[config.mk]
export PLATFORM = sky130hd
export DESIGN_NAME = tomasulo_reg_status_unit_flat
export DESIGN_NICKNAME = d
export VERILOG_FILES = /design/src/rtl/tomasulo_reg_status_unit_pkg.sv /design/src/rtl/tomasulo_reg_status_unit_if.sv /design/src/rtl/tomasulo_reg_status_unit_dec3to5_onehot.sv /design/src/rtl/tomasulo_reg_status_unit.sv /design/src/flat_wrapper.sv
export SDC_FILE = /design/constraint.sdc
export NUM_CORES = 1
export LEC_CHECK = 0
export CORE_MARGIN = 5
export CORE_UTILIZATION = 47
export CTS_BUF_LIST = sky130_fd_sc_hd__clkbuf_4
export CTS_CLUSTER_DIAMETER = 200
export DETAILED_ROUTE_END_ITERATION = 8
export PLACE_DENSITY = 0.87
export SYNTH_ARGS = -nofsm -noshare
export SYNTH_HDL_FRONTEND = slang
export SYNTH_SLANG_ARGS = --single-unit
[constraint.sdc]
create_clock -name Clock -period 3.55 [get_ports Clock]
set_input_delay 0.71 -clock Clock [delete_from_list [all_inputs] [get_ports Clock]]
set_output_delay 0.71 -clock Clock [all_outputs]
set_load 0.02 [all_outputs]
[src/rtl/tomasulo_reg_status_unit_pkg.sv]
// Shared constants, types and helpers for the Tomasulo register result-status unit.
// Holds the instruction field layout, the opcode encodings and the status-table shapes.
package tomasulo_reg_status_unit_pkg;

    localparam int NUM_REGS = 5;
    localparam int NUM_RS   = 6;
    localparam int TAG_W    = 3;
    localparam int FIELD_W  = 3;
    localparam int INSTR_W  = 3 * FIELD_W;

    localparam int OP_LSB = 6;
    localparam int OP_MSB = 8;
    localparam int RD_LSB = 3;
    localparam int RD_MSB = 5;
    localparam int RS_LSB = 0;
    localparam int RS_MSB = 2;

    typedef enum logic [FIELD_W-1:0] {
        OP_ADD = 3'b000,
        OP_SUB = 3'b001,
        OP_MUL = 3'b010,
        OP_DIV = 3'b011
    } opcode_e;

    typedef logic [NUM_REGS-1:0]            busy_t;
    typedef logic [NUM_REGS-1:0][TAG_W-1:0] tags_t;

    // Tags 6..7 name no station, so issue and writeback with them must be dropped.
    function automatic logic tag_valid(input logic [TAG_W-1:0] tag);
        return tag <= TAG_W'(NUM_RS - 1);
    endfunction

endpackage

[src/rtl/tomasulo_reg_status_unit_if.sv]
// Issue/writeback bus of the register result-status unit.
// master = issue logic driving instructions and events, slave = the status unit.
interface tomasulo_reg_status_unit_if;
    import tomasulo_reg_status_unit_pkg::*;

    logic [INSTR_W-1:0]        instrIn;
    logic                      issue_en;
    logic [TAG_W-1:0]          issue_tag;
    logic                      wb_en;
    logic [TAG_W-1:0]          wb_tag;
    logic [FIELD_W-1:0]        opCode;
    logic [FIELD_W-1:0]        rd;
    logic [FIELD_W-1:0]        rs;
    logic                      is_addsub;
    logic                      is_muldiv;
    logic [NUM_REGS-1:0]       rd_onehot;
    logic [NUM_REGS-1:0]       rs_onehot;
    logic                      rd_busy;
    logic [TAG_W-1:0]          rd_tag;
    logic                      rs_busy;
    logic [TAG_W-1:0]          rs_tag;
    logic [NUM_REGS-1:0]       regs_busy;
    logic [NUM_REGS*TAG_W-1:0] reg_tags;

    modport master (
        output instrIn, issue_en, issue_tag, wb_en, wb_tag,
        input  opCode, rd, rs, is_addsub, is_muldiv, rd_onehot, rs_onehot,
               rd_busy, rd_tag, rs_busy, rs_tag, regs_busy, reg_tags
    );

    modport slave (
        input  instrIn, issue_en, issue_tag, wb_en, wb_tag,
        output opCode, rd, rs, is_addsub, is_muldiv, rd_onehot, rs_onehot,
               rd_busy, rd_tag, rs_busy, rs_tag, regs_busy, reg_tags
    );

endinterface

[src/rtl/tomasulo_reg_status_unit_dec3to5_onehot.sv]
// 3-to-5 one-hot decoder: select values 5..7 or a low enable yield all zeros,
// so a non-existent register can never be selected.
module dec3to5_onehot
    import tomasulo_reg_status_unit_pkg::*;
(
    input  logic [FIELD_W-1:0]  sel_i,
    input  logic                en_i,
    output logic [NUM_REGS-1:0] onehot_o
);

    // NOTE: every bit is assigned on every pass of the loop, so no latch can be inferred.
    always_comb begin
        for (int i = 0; i < NUM_REGS; i++) begin
            onehot_o[i] = en_i && (sel_i == FIELD_W'(i));
        end
    end

endmodule

[src/rtl/tomasulo_reg_status_unit.sv]
// Instruction field decode plus the register result-status table (busy bit and
// producing-station tag per register) used to pick V or Q for each source operand.
module tomasulo_reg_status_unit
    import tomasulo_reg_status_unit_pkg::*;
(
    input logic                       Clock,
    input logic                       Reset,
    tomasulo_reg_status_unit_if.slave bus
);

    logic [FIELD_W-1:0]  op_f;
    logic [FIELD_W-1:0]  rd_f;
    logic [FIELD_W-1:0]  rs_f;
    logic [NUM_REGS-1:0] rd_oh;
    logic [NUM_REGS-1:0] rs_oh;

    busy_t busy_q, busy_d;
    tags_t tag_q,  tag_d;

    assign op_f = bus.instrIn[OP_MSB:OP_LSB];
    assign rd_f = bus.instrIn[RD_MSB:RD_LSB];
    assign rs_f = bus.instrIn[RS_MSB:RS_LSB];

    dec3to5_onehot u_rd_dec (
        .sel_i    (rd_f),
        .en_i     (1'b1),
        .onehot_o (rd_oh)
    );

    dec3to5_onehot u_rs_dec (
        .sel_i    (rs_f),
        .en_i     (1'b1),
        .onehot_o (rs_oh)
    );

    always_comb begin
        bus.opCode    = op_f;
        bus.rd        = rd_f;
        bus.rs        = rs_f;
        bus.is_addsub = (op_f == OP_ADD) || (op_f == OP_SUB);
        bus.is_muldiv = (op_f == OP_MUL) || (op_f == OP_DIV);
        bus.rd_onehot = rd_oh;
        bus.rs_onehot = rs_oh;
        bus.regs_busy = busy_q;
        bus.reg_tags  = tag_q;
    end

    // Reads go through the one-hot selects, so field values 5..7 read busy=0, tag=000.
    always_comb begin
        bus.rd_busy = |(busy_q & rd_oh);
        bus.rs_busy = |(busy_q & rs_oh);
        bus.rd_tag  = '0;
        bus.rs_tag  = '0;
        for (int i = 0; i < NUM_REGS; i++) begin
            if (rd_oh[i]) bus.rd_tag = tag_q[i];
            if (rs_oh[i]) bus.rs_tag = tag_q[i];
        end
    end

    // Writeback is applied first so a same-edge issue to the same register wins.
    always_comb begin
        busy_d = busy_q;
        tag_d  = tag_q;
        for (int i = 0; i < NUM_REGS; i++) begin
            if (bus.wb_en && tag_valid(bus.wb_tag) && busy_q[i] && (tag_q[i] == bus.wb_tag)) begin
                busy_d[i] = 1'b0;
            end
            if (bus.issue_en && tag_valid(bus.issue_tag) && rd_oh[i]) begin
                busy_d[i] = 1'b1;
                tag_d[i]  = bus.issue_tag;
            end
        end
    end

    // NOTE: sequential state uses non-blocking assignments so every flop samples pre-edge values.
    // NOTE: the table is a handful of flops, not a RAM, so it is cleared on reset.
    always_ff @(posedge Clock) begin
        if (Reset) begin
            busy_q <= '0;
            tag_q  <= '0;
        end else begin
            busy_q <= busy_d;
            tag_q  <= tag_d;
        end
    end

endmodule

[src/flat_wrapper.sv]
// flat-port wrapper written by rule: the top's interface ports become plain ports
module tomasulo_reg_status_unit_flat import tomasulo_reg_status_unit_pkg::*;
  (Clock, Reset, bus_instrIn, bus_issue_en, bus_issue_tag, bus_wb_en, bus_wb_tag, bus_opCode, bus_rd, bus_rs, bus_is_addsub, bus_is_muldiv, bus_rd_onehot, bus_rs_onehot, bus_rd_busy, bus_rd_tag, bus_rs_busy, bus_rs_tag, bus_regs_busy, bus_reg_tags);
  tomasulo_reg_status_unit_if bus_i ();
  input logic Clock;
  input logic Reset;
  input wire logic [$bits(bus_i.instrIn)-1:0] bus_instrIn;
  input wire logic [$bits(bus_i.issue_en)-1:0] bus_issue_en;
  input wire logic [$bits(bus_i.issue_tag)-1:0] bus_issue_tag;
  input wire logic [$bits(bus_i.wb_en)-1:0] bus_wb_en;
  input wire logic [$bits(bus_i.wb_tag)-1:0] bus_wb_tag;
  output wire logic [$bits(bus_i.opCode)-1:0] bus_opCode;
  output wire logic [$bits(bus_i.rd)-1:0] bus_rd;
  output wire logic [$bits(bus_i.rs)-1:0] bus_rs;
  output wire logic [$bits(bus_i.is_addsub)-1:0] bus_is_addsub;
  output wire logic [$bits(bus_i.is_muldiv)-1:0] bus_is_muldiv;
  output wire logic [$bits(bus_i.rd_onehot)-1:0] bus_rd_onehot;
  output wire logic [$bits(bus_i.rs_onehot)-1:0] bus_rs_onehot;
  output wire logic [$bits(bus_i.rd_busy)-1:0] bus_rd_busy;
  output wire logic [$bits(bus_i.rd_tag)-1:0] bus_rd_tag;
  output wire logic [$bits(bus_i.rs_busy)-1:0] bus_rs_busy;
  output wire logic [$bits(bus_i.rs_tag)-1:0] bus_rs_tag;
  output wire logic [$bits(bus_i.regs_busy)-1:0] bus_regs_busy;
  output wire logic [$bits(bus_i.reg_tags)-1:0] bus_reg_tags;
  assign bus_i.instrIn = bus_instrIn;
  assign bus_i.issue_en = bus_issue_en;
  assign bus_i.issue_tag = bus_issue_tag;
  assign bus_i.wb_en = bus_wb_en;
  assign bus_i.wb_tag = bus_wb_tag;
  assign bus_opCode = bus_i.opCode;
  assign bus_rd = bus_i.rd;
  assign bus_rs = bus_i.rs;
  assign bus_is_addsub = bus_i.is_addsub;
  assign bus_is_muldiv = bus_i.is_muldiv;
  assign bus_rd_onehot = bus_i.rd_onehot;
  assign bus_rs_onehot = bus_i.rs_onehot;
  assign bus_rd_busy = bus_i.rd_busy;
  assign bus_rd_tag = bus_i.rd_tag;
  assign bus_rs_busy = bus_i.rs_busy;
  assign bus_rs_tag = bus_i.rs_tag;
  assign bus_regs_busy = bus_i.regs_busy;
  assign bus_reg_tags = bus_i.reg_tags;
  tomasulo_reg_status_unit u_core (.Clock(Clock), .Reset(Reset), .bus(bus_i));
endmodule
==> summary.md <==
| Metric | Value |
|---|---|
| Status | complete, no violations |
| Final Hold Vio Count | 0 |
| Mean Syn Cell Area | 8.354 um2 |
| Setup ws final | 0.1068 ns |
| Clock Power Share | 32.6% |
| Net Sw Power | 0.1790 mW |
| Slowest cell on the critical path | clkdlybuf4s50_1 |
| DIE HEIGHT | 68.42 um |
| Vias in the first global route | 1667 |
| Flop2flop setup slack | 2.41 ns |
| RR Endpoint | u_core.bus.regs_busy[2] |
| CP peak stage delay | 0.64 ns |
| Setup repair after global routing missed its margin | false |
| CP max FO | 10 |
| Pint | 0.4205 mW |
| Clock Sinks | 20 |
| Pwr/cell area | 266.5 mW/mm2 |
| I/O Buffers | 65 |
| Final Util | 67.95% |
| Clk Latency, worst-skew pair | 0.31 ns |
| Setup TNS | 0 ns |
| TritonCTS clock tree | built |
| GR Util All Layers | 23.05% |
| Die area | 0.004681 mm2 |
| Layout cells sized above 1 | 9.205% |
| Yosys warnings | 0 |
| Fraction of registers with async set/reset | 0% |
| Drt via density | 6.158 |
| Global-route wire length before repair | 8135 um |
| Final setup violation count | 0 |
| RR Startpoint | u_core.bus.reg_tags[6] |
| Core box area | 0.003311 mm2 |
| Final period util | 96.99% |
| Starting density of the core | 48.45% |
| Crit path DAT | 2.73 ns |
| Area leader, netlist | dfxtp_1 |
| CP Launch Type | input pin |
| Mapped Nets | 211 |
| Area of the multi-input gates | 0.001012 mm2 |
| # H-tree levels | 1 |
| Pins Over Slew Limit | 0 |
| Worst Min Path Start | u_core.bus.reg_tags[13] |
| Register area | 400.4 um2 |
| Crit-path most repeated cell | clkdlybuf4s50_1 |
| Hold slack | 0.5631 ns |
| Area contributors post-synth | dfxtp_1 25%, mux4_2 7.0%, o31ai_1 5.6%, a21oi_1 5.0%, nand4_1 4.7% |
| Top-count cell post-synth | dfxtp_1 |
| Resized Gates After CTS | 0 |
| Seq cells post-synth | 20 |
| First-pass DRT Iterations | 4 |
| Placement Setup Slack | 0.1589 ns |
| GR Overflow Total | 0 |
| Reg2reg path depth | 3 |
| Hold path depth | 2 |
| Die Width | 68.42 um |
| Initial antenna violation count | 0 |
| CTS Buffer Depth | 2 |
| Netlist Area Pre-Place | 0.001604 mm2 |
| CP required | 2.84 ns |
| Switching share of power | 29.86% |
| Post-layout min period | 3.443 ns |
| Fillers | 303 |
| Layout area overhead | 40.25% |
| Clk_skew | 0.003419 ns |
| Syn Inst Count | 192 |
| Logic gate share of total power | 27.9% |
| Least-Margin Pin Slew | 0.7972 ns |
| Row count | 21 |
| Peak VDD IR | 0.1866 mV |
| Worst setup EP type | output pin |
| Worst min-delay path category | register to register |
| CP cell instances | clkdlybuf4s50_1 > or3b_4 > clkinv_4 > nand2_1 > o21ai_1 > clkdlybuf4s50_1 |
| Top-area cell type share of the netlist area | 24.96% |
| Clock input transition at the sequential cells of the worst setup and hold paths | 0.13 ns |
| Vias | 1755 |
| Hold worst-path end | u_core.bus.reg_tags[13] |
| Hold_buf cts | 0 |
| DRC violations left | 0 |
| DP Wirelength | 3812 um |
| GP Congestion | 0.9206 |
| Setup Buffers After CTS | 0 |
| CTS Buf Count | 3 |
| Lkg Pwr | 0.7365 nW |
| Slew Limit Headroom | 46.69% |
| FMAX | 290.4 MHz |
| Placed cells | 281 |
| Cell variety after synth | 40 |
| IO Pins | 68 |
| Synth cell count leaders | 20 x dfxtp_1, 16 x a21oi_1, 12 x nand4_1, 12 x o31ai_1, 11 x buf_2 |
| Max_cap viols | 0 |
| Final nets | 259 |
| CTS root buffer | clkbuf_4 |
| Diodes inserted | 0 |
| Seq pwr share | 39.5% |
| Seq/Total Area, Yosys | 24.96% |
| Routed wire per std cell | 18.02 um |
| Primary FF master, synth | dfxtp_1 |
| Crit Path Category | input pin to output pin |
| Final Non-Filler Cells | 285 |
| Post-synth EDFFs | 0 |
| Pin count of the biggest net entering global routing | 21 |
| Number of DRC markers after the initial detailed-route iteration | 88 |
| Detailed Route WL | 5135 um |
| DRT antenna net count | 0 |
-- worst max-delay path by stage --
| stage | startpoint | end | slack, ns | depth (start not counted) |
|---|---|---|---|---|
| 2_1_floorplan | bus_instrIn[1] | bus_rs_tag[2] | 0.87 | 4 |
| 3_3_place_gp | bus_instrIn[3] | bus_rd_tag[0] | 0.20 | 5 |
| 3_5_place_dp | bus_instrIn[0] | bus_rs_tag[0] | 0.16 | 5 |
| 4_1_cts | bus_instrIn[3] | bus_rd_tag[0] | 0.13 | 6 |
| 5_1_grt | bus_instrIn[0] | bus_rs_tag[2] | 0.01 | 5 |
| 6_report | bus_instrIn[3] | bus_rd_tag[0] | 0.11 | 6 |
-- kinds of logic after synthesis --
group | synth area share (%)
muxes | 13.73
DFF | 24.96
buffers and inverters | 11.93
AOI/OAI and AO/OA | 22.39
and+or+nand+nor | 21.53
xor gates and xnor gates | 5.461
-- state kept, by name, summed over array words and instances, names as in the netlist --
| register | cells |
|---|---|
| u_core.bus.reg_tags | 15 |
| u_core.bus.regs_busy | 5 |
-- placed cells by master (no fill, tap or decap), types with 2 or more instances in the layout --
master	count
and2_1	2
nor3b_1	4
clkbuf_4	3
o21ai_1	6
clkdlybuf4s50_1	65
buf_4	6
a31oi_1	4
and3b_1	2
nand2b_1	4
nand3_1	7
xor2_1	2
nand2_1	9
inv_1	6
o31ai_1	12
mux2i_1	7
and3_1	4
nand3b_1	2
nor2_1	4
o21ai_0	6
nor2b_1	4
dfxtp_1	20
mux4_2	5
xnor2_1	8
a21oi_1	16
a311oi_1	5
nand4_1	12
-- metrics by stage --
stage / power [mW] / instance area, um2
floorplan: 0.3439 / 1604
global placement: 0.4052 / 2197
detailed placement: 0.4080 / 2197
CTS: 0.5965 / 2250
global route: 0.6187 / 2250
finish: 0.5995 / 2250
-- metal layers --
metal  part of all wire (%)  global-route usage, %  vias to the layer above
li1                       -                      -                      806
met1                     38                  28.79                      792
met2                     46                  37.78                      138
met3                     13                  4.433                       19
met4                    2.7                  10.92                        0
met5                      0                      0                        -
-- critical path, delay by kind of cell --
kind / cells / cell delay, ns
and+or+nand+nor: 2 / 0.56
AOI/OAI and AO/OA: 1 / 0.12
buffers and inverters: 3 / 1.34
-- layout make-up --
cell class,count,share of cell area [%]
Tap cell,46,2.558
Timing Repair Buffer,71,30.92
Sequential cell,20,17.80
Inverter,7,1.390
Clock inverter,1,1.335
Clock buffer,3,1.001
Multi-Input combinational cell,137,44.99
-- power groups by stage --
stage                     logic, mW  registers (mW)  clock network [mW]
final                         0.168           0.237               0.195
after global routing          0.179           0.237               0.202
after floorplan              0.0995           0.244                   0
after CTS                     0.167           0.237               0.193
after detailed placement      0.166           0.242                   0
after global placement        0.164           0.241                   0
(Power assumes the default switching activity.)
==> RTL change: new RTL, same flow settings <==
Reset style: asynchronous (`Reset`), changed in one clocked block.
--- a/src/rtl/tomasulo_reg_status_unit.sv
+++ b/src/rtl/tomasulo_reg_status_unit.sv
@@ -74,7 +74,7 @@
 
     // NOTE: sequential state uses non-blocking assignments so every flop samples pre-edge values.
     // NOTE: the table is a handful of flops, not a RAM, so it is cleared on reset.
-    always_ff @(posedge Clock) begin
+    always_ff @(posedge Clock or posedge Reset) begin
         if (Reset) begin
             busy_q <= '0;
             tag_q  <= '0;
Formal check against the unedited RTL: differs if Reset is asserted again (counterexample within 4 cycles, from zero or initial values and one cycle with Reset high); with Reset held inactive, the same outputs for 10 cycles.
==> RTL change against the unedited design <==
Setup slack gained 0.044 ns; design area shrank 7.1%; utilization grew 1.7 points; critical path depth is 1 lower; non-clock buffer count shrank 3; maximum frequency is 1.3% higher; register-to-register slack worse by 0.19 ns; routed wire length shrank 18%; global-route usage fell by 3.7 points; sequential cell count is the same; area after synthesis is 9.7% lower; critical endpoint is now bus_rs_tag[0].
Power is not compared: it rests on default switching activity, and its combinational part moved more than twofold at a synthesized area within 25%.
==> RTL change: results (changes against the unedited design) <==
GR Util met3=1.20% (-3.2 points); syn_nets=160 (-24%); Via-to-Cell Ratio=5.89 (-4.4%); HP Start=u_core.bus.regs_busy[0]$_DFFE_PP0P_; post-cts resize count=0 (unchanged); vias in the first global route=1288 (-23%); Worst Setup Slack, final=0.151 ns (+0.0438 ns); DR pass1 iterations=4 (unchanged); Post-Layout Cell Count=227 (-20%); CP Data Arrival Time=2.69 ns (-0.04 ns); M1 GR Usage=25.7% (-3.1 points); Multi-input gate area=801 µm² (-21%); clk_skew=0.0124 ns (+0.00894 ns); initial antenna violation count=0 (unchanged); Netlist cell types=34 (-15%); pre-CTS setup slack=0.155 ns (-0.00382 ns); # Post-CTS Setup Buffers=0 (unchanged); Layout Nets=214 (-17%); Final Hold Slack=0.603 ns (+0.0402 ns); gpl congestion=0.904 (-1.8%); Max VDD drop=0.478 mV; async set or reset register ratio after synthesis=100% (+100 points); Critical path origin=bus_instrIn[0]; total global-route track usage=19.4% (-3.7 points); Setup crit end=bus_rs_tag[0]; worst r2r src=u_core.bus.reg_tags[10]$_DFFE_PP0P_; met2 Usage GRT=34.5% (-3.3 points); initial drt markers=51 (-42%); final wirelength=4230 µm (-18%); crit-path max cell delay=0.74 ns (+0.10 ns); Post-Layout Inst Area=2090 µm² (-7.1%); fill count=242 (-20%); layout cells sized above 1=13.9% (+4.7 points); Seq/Total Area, Yosys=34.5% (+9.6 points); number of H-tree levels=1 (unchanged); status=complete, no violations; HPWL after detailed placement=3240 µm (-15%); number of antenna repair diodes=0 (unchanged); R2R Path End=u_core.bus.regs_busy[3]$_DFFE_PP0P_; Slew HR=49.0% (+2.3 points); Worst Path Max Fanout=11 (+1); Post-Place Cell Area=2040 µm² (-7.2%); pin count of the biggest net entering global routing=21 (unchanged); dpl cells=223 (-21%); Clock Tree Buf Depth=2 (unchanged); Ys Warns=0 (unchanged); Reg2Reg Setup Slack=2.22 ns (-0.19 ns); Hold EP=u_core.bus.regs_busy[0]$_DFFE_PP0P_; Root Buffer=clkbuf_4; top cells by area, synth=dfrtp_1, mux2_2, xor2_1; HP Class=reg2reg; Power Density=562 nW/µm²; Synth Instances=141 (-27%); first-pass GRT wire length=6500 µm (-20%); most frequent cells after synthesis=dfrtp_1, xor2_1, mux2_2, nand2_1, buf_4; insertion delay to the later sink of the worst-skew pair=0.31 ns (about the same); Port Buf Inserts=65 (unchanged)
[RTL change: cell families (layout without fill, tap and decap cells)]
kind of cell | count (synthesis) | count (layout) | share of synthesized area [%]
and+or+nand+nor | 35 | 35 | 13.9
muxes | 25 | 25 | 22.1
buffers and inverters | 25 | 78 | 10.2
AOI/OAI and AO/OA | 21 | 21 | 10.2
DFF | 20 | 20 | 34.5
xor gates and xnor gates | 15 | 15 | 9.07
[RTL change: worst register-to-register path: stages (launching register included)]
cell     delay (ns)
dfrtp_1        0.46
xor2_1         0.19
o41ai_1        0.44
nand2_1        0.11
[RTL change: cell type report]
cell class	instances	share of cell area [%]
clock inverter	1	1.44
inverter	6	1.08
clock buffer	3	1.08
tap	33	1.97
sequential	20	23.9
multi-input combinational	96	38.3
timing repair buffer	68	32.2
[RTL change: per-layer routing]
metal	wire (µm)	vias to the layer above
met5	0	-
met4	30	0
met3	301	4
met2	2150	79
met1	1740	647
li1	-	607
